--- config.mk ---
export PLATFORM = sky130hd
export DESIGN_NAME = execute_hazard_scoreboard_flat
export DESIGN_NICKNAME = d
export VERILOG_FILES = /design/src/rtl/execute_hazard_scoreboard_if.sv /design/src/rtl/execute_hazard_scoreboard.sv /design/src/flat_wrapper.sv
export SDC_FILE = /design/constraint.sdc
export NUM_CORES = 1
export LEC_CHECK = 0
export CAP_MARGIN = 20
export CELL_PAD_IN_SITES_DETAIL_PLACEMENT = 2
export CELL_PAD_IN_SITES_GLOBAL_PLACEMENT = 2
export CORE_UTILIZATION = 41
export DETAILED_ROUTE_END_ITERATION = 10
export PLACE_DENSITY_LB_ADDON = 0.1
export SETUP_SLACK_MARGIN = 0.2
export SLEW_MARGIN = 20
export SYNTH_ARGS = -nofsm -noshare
export SYNTH_HDL_FRONTEND = slang
export SYNTH_SLANG_ARGS = --single-unit
--- constraint.sdc ---
create_clock -name clock -period 6 [get_ports clock]
set_input_delay 1.2 -clock clock [delete_from_list [all_inputs] [get_ports clock]]
set_output_delay 1.2 -clock clock [all_outputs]
set_load 0.02 [all_outputs]
--- src/rtl/execute_hazard_scoreboard_if.sv ---
// execute_hazard_scoreboard_if: issue/writeback/drain signals between decode and the hazard scoreboard
interface execute_hazard_scoreboard_if #(parameter int REG_ADDR_WIDTH = 5);
    logic                      issue_valid;
    logic [REG_ADDR_WIDTH-1:0] issue_rd;
    logic                      issue_rd_we;
    logic                      issue_is_load;
    logic [REG_ADDR_WIDTH-1:0] rs1_addr;
    logic [REG_ADDR_WIDTH-1:0] rs2_addr;
    logic                      rs1_used;
    logic                      rs2_used;
    logic                      wb_valid;
    logic [REG_ADDR_WIDTH-1:0] wb_rd;
    logic                      wb_is_load;
    logic                      flush;
    logic                      drain_req;
    logic                      issue_ready;
    logic                      stall_load_use;
    logic                      stall_full;
    logic                      drain_done;
    logic                      busy_any;
    logic                      underflow_err;
    modport master (
        output issue_valid, issue_rd, issue_rd_we, issue_is_load, rs1_addr, rs2_addr,
               rs1_used, rs2_used, wb_valid, wb_rd, wb_is_load, flush, drain_req,
        input  issue_ready, stall_load_use, stall_full, drain_done, busy_any, underflow_err
    );
    modport slave (
        input  issue_valid, issue_rd, issue_rd_we, issue_is_load, rs1_addr, rs2_addr,
               rs1_used, rs2_used, wb_valid, wb_rd, wb_is_load, flush, drain_req,
        output issue_ready, stall_load_use, stall_full, drain_done, busy_any, underflow_err
    );
endinterface

--- src/rtl/execute_hazard_scoreboard.sv ---
// execute_hazard_scoreboard: per-register outstanding write/load counters driving issue stalls and pipeline drain
module execute_hazard_scoreboard #(
    parameter int REG_ADDR_WIDTH = 5,
    parameter int CNT_WIDTH      = 2
) (
    input logic                         clock,
    input logic                         reset,
    execute_hazard_scoreboard_if.slave  sb
);
    localparam int N = 2 ** REG_ADDR_WIDTH;
    localparam logic [CNT_WIDTH-1:0] CMAX = '1;

    typedef enum logic [1:0] {RUN, DRAIN, DONE} state_t;
    state_t state, state_nxt;

    logic [CNT_WIDTH-1:0] wcnt [N];
    logic [CNT_WIDTH-1:0] lcnt [N];
    logic [CNT_WIDTH-1:0] wnxt [N];
    logic [CNT_WIDTH-1:0] lnxt [N];
    logic [N-1:0]         hit_i, hit_w;
    logic any_w, any_l, accept, wb_live, uf, underflow_q;
    logic stall_load_use, stall_full, issue_ready;

    assign stall_load_use = (sb.rs1_used && sb.rs1_addr != '0 && lcnt[sb.rs1_addr] != '0) ||
                            (sb.rs2_used && sb.rs2_addr != '0 && lcnt[sb.rs2_addr] != '0);
    assign stall_full = sb.issue_rd_we && sb.issue_rd != '0 && wcnt[sb.issue_rd] == CMAX &&
                        !(sb.wb_valid && sb.wb_rd == sb.issue_rd);
    assign issue_ready = state == RUN && !sb.flush && !stall_load_use && !stall_full;
    assign accept  = sb.issue_valid && issue_ready && sb.issue_rd_we && sb.issue_rd != '0;
    assign wb_live = sb.wb_valid && sb.wb_rd != '0;
    // Retiring a write nobody issued: flag it and leave the empty counter alone
    assign uf = wb_live && !sb.flush &&
                (wcnt[sb.wb_rd] == '0 || (sb.wb_is_load && lcnt[sb.wb_rd] == '0));

    always_comb begin
        any_w = 1'b0;
        any_l = 1'b0;
        for (int r = 0; r < N; r++) begin
            hit_i[r] = accept && sb.issue_rd == REG_ADDR_WIDTH'(r);
            hit_w[r] = wb_live && sb.wb_rd == REG_ADDR_WIDTH'(r);
            wnxt[r]  = r == 0 ? '0 : wcnt[r] + CNT_WIDTH'(hit_i[r])
                                     - CNT_WIDTH'(hit_w[r] && wcnt[r] != '0);
            lnxt[r]  = r == 0 ? '0 : lcnt[r] + CNT_WIDTH'(hit_i[r] && sb.issue_is_load)
                                     - CNT_WIDTH'(hit_w[r] && sb.wb_is_load && lcnt[r] != '0);
            any_w    = any_w || wcnt[r] != '0;
            any_l    = any_l || lcnt[r] != '0;
        end
    end

    always_ff @(posedge clock) begin
        for (int r = 0; r < N; r++) begin
            wcnt[r] <= (reset || sb.flush) ? '0 : wnxt[r];
            lcnt[r] <= (reset || sb.flush) ? '0 : lnxt[r];
        end
        underflow_q <= reset ? 1'b0 : underflow_q || uf;
        state       <= reset ? RUN : state_nxt;
    end

    always_comb begin
        state_nxt = state;
        case (state)
            RUN:     state_nxt = sb.drain_req ? DRAIN : RUN;
            DRAIN:   state_nxt = (!any_w && !any_l) ? DONE : DRAIN;
            DONE:    state_nxt = sb.drain_req ? DRAIN : RUN;
            default: state_nxt = RUN;
        endcase
    end

    assign sb.issue_ready    = issue_ready;
    assign sb.stall_load_use = stall_load_use;
    assign sb.stall_full     = stall_full;
    assign sb.drain_done     = state == DONE;
    assign sb.busy_any       = any_w;
    assign sb.underflow_err  = underflow_q;
endmodule
--- src/flat_wrapper.sv ---
// flat-port wrapper written by rule: the top's interface ports become plain ports
module execute_hazard_scoreboard_flat 
#(
    parameter int REG_ADDR_WIDTH = 5,
    parameter int CNT_WIDTH      = 2
)
  (clock, reset, sb_issue_valid, sb_issue_rd, sb_issue_rd_we, sb_issue_is_load, sb_rs1_addr, sb_rs2_addr, sb_rs1_used, sb_rs2_used, sb_wb_valid, sb_wb_rd, sb_wb_is_load, sb_flush, sb_drain_req, sb_issue_ready, sb_stall_load_use, sb_stall_full, sb_drain_done, sb_busy_any, sb_underflow_err);
  execute_hazard_scoreboard_if #(.REG_ADDR_WIDTH(REG_ADDR_WIDTH)) sb_i ();
  input logic clock;
  input logic reset;
  input wire logic [$bits(sb_i.issue_valid)-1:0] sb_issue_valid;
  input wire logic [$bits(sb_i.issue_rd)-1:0] sb_issue_rd;
  input wire logic [$bits(sb_i.issue_rd_we)-1:0] sb_issue_rd_we;
  input wire logic [$bits(sb_i.issue_is_load)-1:0] sb_issue_is_load;
  input wire logic [$bits(sb_i.rs1_addr)-1:0] sb_rs1_addr;
  input wire logic [$bits(sb_i.rs2_addr)-1:0] sb_rs2_addr;
  input wire logic [$bits(sb_i.rs1_used)-1:0] sb_rs1_used;
  input wire logic [$bits(sb_i.rs2_used)-1:0] sb_rs2_used;
  input wire logic [$bits(sb_i.wb_valid)-1:0] sb_wb_valid;
  input wire logic [$bits(sb_i.wb_rd)-1:0] sb_wb_rd;
  input wire logic [$bits(sb_i.wb_is_load)-1:0] sb_wb_is_load;
  input wire logic [$bits(sb_i.flush)-1:0] sb_flush;
  input wire logic [$bits(sb_i.drain_req)-1:0] sb_drain_req;
  output wire logic [$bits(sb_i.issue_ready)-1:0] sb_issue_ready;
  output wire logic [$bits(sb_i.stall_load_use)-1:0] sb_stall_load_use;
  output wire logic [$bits(sb_i.stall_full)-1:0] sb_stall_full;
  output wire logic [$bits(sb_i.drain_done)-1:0] sb_drain_done;
  output wire logic [$bits(sb_i.busy_any)-1:0] sb_busy_any;
  output wire logic [$bits(sb_i.underflow_err)-1:0] sb_underflow_err;
  assign sb_i.issue_valid = sb_issue_valid;
  assign sb_i.issue_rd = sb_issue_rd;
  assign sb_i.issue_rd_we = sb_issue_rd_we;
  assign sb_i.issue_is_load = sb_issue_is_load;
  assign sb_i.rs1_addr = sb_rs1_addr;
  assign sb_i.rs2_addr = sb_rs2_addr;
  assign sb_i.rs1_used = sb_rs1_used;
  assign sb_i.rs2_used = sb_rs2_used;
  assign sb_i.wb_valid = sb_wb_valid;
  assign sb_i.wb_rd = sb_wb_rd;
  assign sb_i.wb_is_load = sb_wb_is_load;
  assign sb_i.flush = sb_flush;
  assign sb_i.drain_req = sb_drain_req;
  assign sb_issue_ready = sb_i.issue_ready;
  assign sb_stall_load_use = sb_i.stall_load_use;
  assign sb_stall_full = sb_i.stall_full;
  assign sb_drain_done = sb_i.drain_done;
  assign sb_busy_any = sb_i.busy_any;
  assign sb_underflow_err = sb_i.underflow_err;
  execute_hazard_scoreboard #(.REG_ADDR_WIDTH(REG_ADDR_WIDTH), .CNT_WIDTH(CNT_WIDTH)) u_core (.clock(clock), .reset(reset), .sb(sb_i));
endmodule
* Yosys cells after proc, flatten, opt, wreduce, memory -nomap -nowiden
Memory sizes are Yosys's and may differ from the RTL's.
Index checks and enable logic that the tools add are counted.
** Word-level totals
- Bits in registers :: 3
- Output and inout bits :: 6
- RAM bits :: 128
- Bits of input ports :: 31
- Memories kept :: 2
- Word-level logic and storage cells :: 610
** Operators by class
- $add $sub $neg :: 124
- Multiplexer cells :: 65
- Reduce and logical (&&, ||, !) cells :: 351
- Eq/ne operators :: 66
** Memories
- u_core.lcnt :: depth 32, width 2, read ports 35, clocked after Yosys merged registers in 0, write ports 32, line execute_hazard_scoreboard.sv:17 : logic [CNT_WIDTH-1:0] lcnt [N];
- u_core.wcnt :: depth 32, width 2, read ports 34, clocked after Yosys merged registers in 0, write ports 32, line execute_hazard_scoreboard.sv:16 : logic [CNT_WIDTH-1:0] wcnt [N];
** Operator list (number)
- logical AND 1 bit :: 205
- == test 5 bit, second input constant :: 32
- nonzero test 2 bit :: 66
- 2-to-1 mux 2 bit :: 63
- adder 2 x 1 -> 2 bit :: 62
- subtractor 2 x 1 -> 2 bit :: 62
- == test 5 x 4 -> 1 bit, second input constant :: 16
- logical OR 1 bit :: 66
- == test 5 x 3 -> 1 bit, second input constant :: 8
- == test 5 x 2 -> 1 bit, second input constant :: 4
- nonzero test 5 bit :: 4
- == test 5 x 1 -> 1 bit, second input constant :: 2
- logical NOT 1 bit :: 6
- logical NOT 2 bit :: 3
- == test 5 bit :: 1
- == test 2 bit, second input constant :: 2
- one-hot mux 2 bit (2 select lines) :: 1
- == test 2 x 1 -> 1 bit, second input constant :: 1
- OR reduction 2 bit :: 1
- 2-to-1 mux 1 bit :: 1

* Longest topological paths before layout
An unclocked memory read counts as a cell.
- Depth in word-level cells :: 37
- Depth in mapped cells :: 17
- Mapped depth without buffers :: 13

* Least setup slack after synthesis
No wires, ideal clock.
- Path type :: input to output
- Start :: in sb_rs1_addr[1]
- End :: out sb_issue_ready
- Data arrival time :: 2.995 ns
- Buffers on the path :: 4
- Stages :: 11
- Setup slack :: 1.805 ns
- Required time :: 4.800 ns
- Cells stage by stage :: buf_6 nor3_1 or4b_2 a221oi_1 a211oi_1 and4_1 buf_6 inv_2 buf_6 buf_6 nor2_1
** On the way
- Word-level cells in the longest chain between the ends :: 7
- Elaborated cells between the ends (all ways) :: 9
- Those cells by class :: reduce/logical: 8; memory: 1
** Ends and longest elaborated chain
- from (decl) :: line flat_wrapper.sv:15 : input wire logic [$bits(sb_i.rs1_addr)-1:0] sb_rs1_addr;
- memory (32 x 2 bit) or nonzero test 5 bit (tied branches)
- nonzero test 2 bit or logical AND 1 bit (tied branches) :: line execute_hazard_scoreboard.sv:24 : assign stall_load_use = (sb.rs1_used && sb.rs1_addr != '0 && lcnt[sb.rs1_addr] != '0) ||
- logical AND 1 bit * :: line execute_hazard_scoreboard.sv:24
- logical OR 1 bit * :: line execute_hazard_scoreboard.sv:24
- named net sb_stall_load_use :: line flat_wrapper.sv:25 : output wire logic [$bits(sb_i.stall_load_use)-1:0] sb_stall_load_use;
- logical NOT 1 bit * :: line execute_hazard_scoreboard.sv:28 : assign issue_ready = state == RUN && !sb.flush && !stall_load_use && !stall_full;
- logical AND 1 bit * (2 in series) :: line execute_hazard_scoreboard.sv:28
- to (decl) :: line flat_wrapper.sv:24 : output wire logic [$bits(sb_i.issue_ready)-1:0] sb_issue_ready;
Mark *: on every way through the listed nets, which the timed path passes. The rest lies on a longest branch.

* Worst setup path after layout
- Start :: in sb_rs1_addr[1]
- End :: out sb_stall_load_use
** On the way
- Word-level cells in the longest chain between the ends :: 4
- Elaborated cells between the ends (all ways) :: 6
- Those cells by class :: reduce/logical: 5; memory: 1
** Ends and longest elaborated chain (line)
- memory (32 x 2 bit) or nonzero test 5 bit (tied branches)
- nonzero test 2 bit or logical AND 1 bit (tied branches) :: execute_hazard_scoreboard.sv:24
- logical AND 1 bit * :: execute_hazard_scoreboard.sv:24
- logical OR 1 bit * :: execute_hazard_scoreboard.sv:24
- to (decl) :: flat_wrapper.sv:25
Mark *: on every way between the ends. The rest lies on a longest branch, timed or not.

==> flow_summary.ini <==
[outcome]
outcome = complete, no violations

[routing]
via_per_inst = 5.91
post_drt_wl_per_cell_um = 24.5
drt_first_pass_iters = 4
met2WireLength_um = 19200
drt-met1-wl_um = 16200
totalWireLength_um = 38600
top_layer_used = met4
drc = 0
postRouteAntennaNets = 0
drt_iter0_drc = 564
vias = 9338
wl_met3_um = 1470

[logic_synthesis]
ys_ff_latch = 127
synth_top_area_share_pct = 25.4
synth_cells = 1238
post_synth.cell_area_avg_sq_um = 8.09
synth_area_sq_mm = 0.0100
yosys-top-cells-area = dfxtp_1 (25%), ha_1 (15%), nor3_1 (6.5%)
async_flop_share_pct = 0
synthDistinctLibCells = 66
seq_area_frac_synth_pct = 25.4
syn_nets = 1393
synth_ff_type = dfxtp_1
synth_warnings = 0
synth_edf_count = 0
synth_top_area_cell = dfxtp_1

[grt]
grt_pass1_wl_um = 59200
overflow = 0
grt_pass1_vias = 10165
grtUsageTotal_pct = 32.1
grt_max_degree = 55
antenna_found_initial = 0

[timing]
rsz0062_at_grt = no
fin_worst_skew_ns = 0.0141
hold_viol_final = 0
max_slew.worst_pin.slew_ns = 0.866
slew_violations = 0
fmax_ghz = 0.185
period_minus_slack_ns = 5.40
max-slew-margin-rel_pct = 42.1
finalCritPeriodShare_pct = 90.0
hold_ws_ns = 0.475
finalSetupViolations = 0
setup-tns-final_ns = 0

[critical_path]
r2r_end = u_core.wcnt[25][1]
crit_arrival_ns = 4.20
rr_startpoint = u_core.lcnt[30][0]
path_class = primary input to output pin
rr_worst_depth = 14
cp_max_fo = 10
worstSetupStartpoint = sb_rs1_addr[1]
end_kind = output pin
start_kind = primary input
rrSetupSlack_ns = 1.98
crit_end = sb_stall_load_use
required_ns = 4.80

[finish]
syn2layout_area_growth_pct = 11.5
final_common_cell = nor2_1
final_cell_mix = nor2_1 (149), nor3_1 (131), dfxtp_1 (127)
fin_nets = 1402
drive_gt1_share_pct = 7.86
n_antenna_cell = 0

[job]
cap_viol_max_count = 0

[cts]
cts_tree = done
cts_buffers = 17
hold_buffers = 0
cts.sinks = 127
cts_root_buf = clkbuf_16
cts_setup_buffers = 0
clkSlewWorstSetupHoldPaths_ns = 0.06
insertion_delay_ns = 0.43
cts_max_level = 4
post_cts_resized = 0
clockBufferDepth = 2

[pwr]
powerDensity_mw_per_mm2 = 191
p_leak_uw = 0.00504
ir_worst_vdd_uv = 119

[floorplan]
ios = 37
dieArea_sq_mm = 0.0251
initial_core_util_pct = 42.3
row_count = 56
fp.coreArea_sq_mm = 0.0237
die_h_um = 158
die_x_um = 158

[place]
port_buffers = 36
place.gp.congestion = 0.884
dpl.hpwl_um = 28100

[hold_path]
min-delay-start = u_core.state[1]
holdCritPathClass = flip-flop to flip-flop
layout make-up:
type	instances	area [sq um]
Timing Repair Buffer	57	526
Inverter	125	469
Clock buffer	18	429
Fill cell	2687	12500
Multi-Input combinational cell	919	6660
Tap cell	319	399
Sequential cell	127	2540
Clock inverter	14	135
state kept, by name (all words and copies together) (netlist names):
name and cells:
u_core.lcnt 62, u_core.sb.underflow_err 1, u_core.state 2, u_core.wcnt 62
layer usage:
| metal | vias to the layer above | GRT usage [%] |
|---|---|---|
| met1 | 4728 | 38.0 |
| met3 | 100 | 4.00 |
| met4 | 0 | 15.1 |
| met5 | - | 0 |
| li1 | 4258 | - |
| met2 | 252 | 57.3 |
per-stage QoR:
step / utilization [%] / area, sq um / std cells / power, uW / setup slack, ns
final: 47.1 / 11200 / 1579 / 2140 / 0.601
after global routing: 47.1 / 11200 / 1579 / 2190 / 0.407
after CTS: 47.1 / 11200 / 1579 / 2150 / 0.620
after detailed placement: 44.7 / 10600 / 1547 / 1100 / 0.636
after global placement: 44.7 / 10600 / 1547 / 1100 / 0.656
after floorplan: - / 10000 / 1238 / 1010 / 1.80
cells by family (layout without fill, tap and decap cells):
| group | after synthesis | count (layout) | synth area share [%] |
|---|---|---|---|
| mux | 22 | 22 | 4.76 |
| buf+inv | 192 | 214 | 8.27 |
| flops | 127 | 127 | 25.4 |
| compound gates | 77 | 77 | 5.42 |
| xor+xnor | 129 | 129 | 11.3 |
| fa+ha+maj | 124 | 124 | 15.5 |
| simple gates | 567 | 567 | 29.4 |
synthesized netlist by cell type, types with 4 or more instances:
cell	n
dfxtp_1	127
nand4b_1	5
or4_1	7
nor4_1	20
buf_6	8
buf_4	6
nand2_1	44
o21ai_0	12
and2_1	63
nand2b_1	8
or2_2	4
clkbuf_1	38
nand3_1	62
a211oi_1	7
a21oi_1	22
nor2b_1	7
nor3b_1	5
mux4_2	19
xnor2_1	66
nand3b_1	13
inv_1	123
ha_1	124
nand4_1	23
buf_2	11
nor3_1	131
xor2_1	63
and3_1	4
nor3_2	10
o22ai_1	4
nor2_1	150
power by group:
| part | switching [uW] | leakage, uW | internal [uW] |
|---|---|---|---|
| logic | 173 | 0.00373 | 72.5 |
| registers | 1.53 | 0.00102 | 844 |
| clock network | 468 | 0.000281 | 579 |
| total | 643 | 0.00504 | 1500 |
critical path, cell delays in order:
cell and delay (ns):
clkdlybuf4s50_1 0.78, nor3_1 0.09, or4b_2 0.62, a221oi_1 0.24, a211oi_1 0.07, and4_1 0.38
inv_2 0.18, clkdlybuf4s50_1 0.63
how the worst min path moves through the flow:
stage,end,cells after the start
6_report,u_core.state[1],1
3_3_place_gp,u_core.state[1],1
5_1_grt,u_core.state[1],1
4_1_cts,u_core.state[1],1
2_1_floorplan,u_core.state[1],1
3_5_place_dp,u_core.state[1],1
Note: power is estimated with default switching activity, not from simulation.
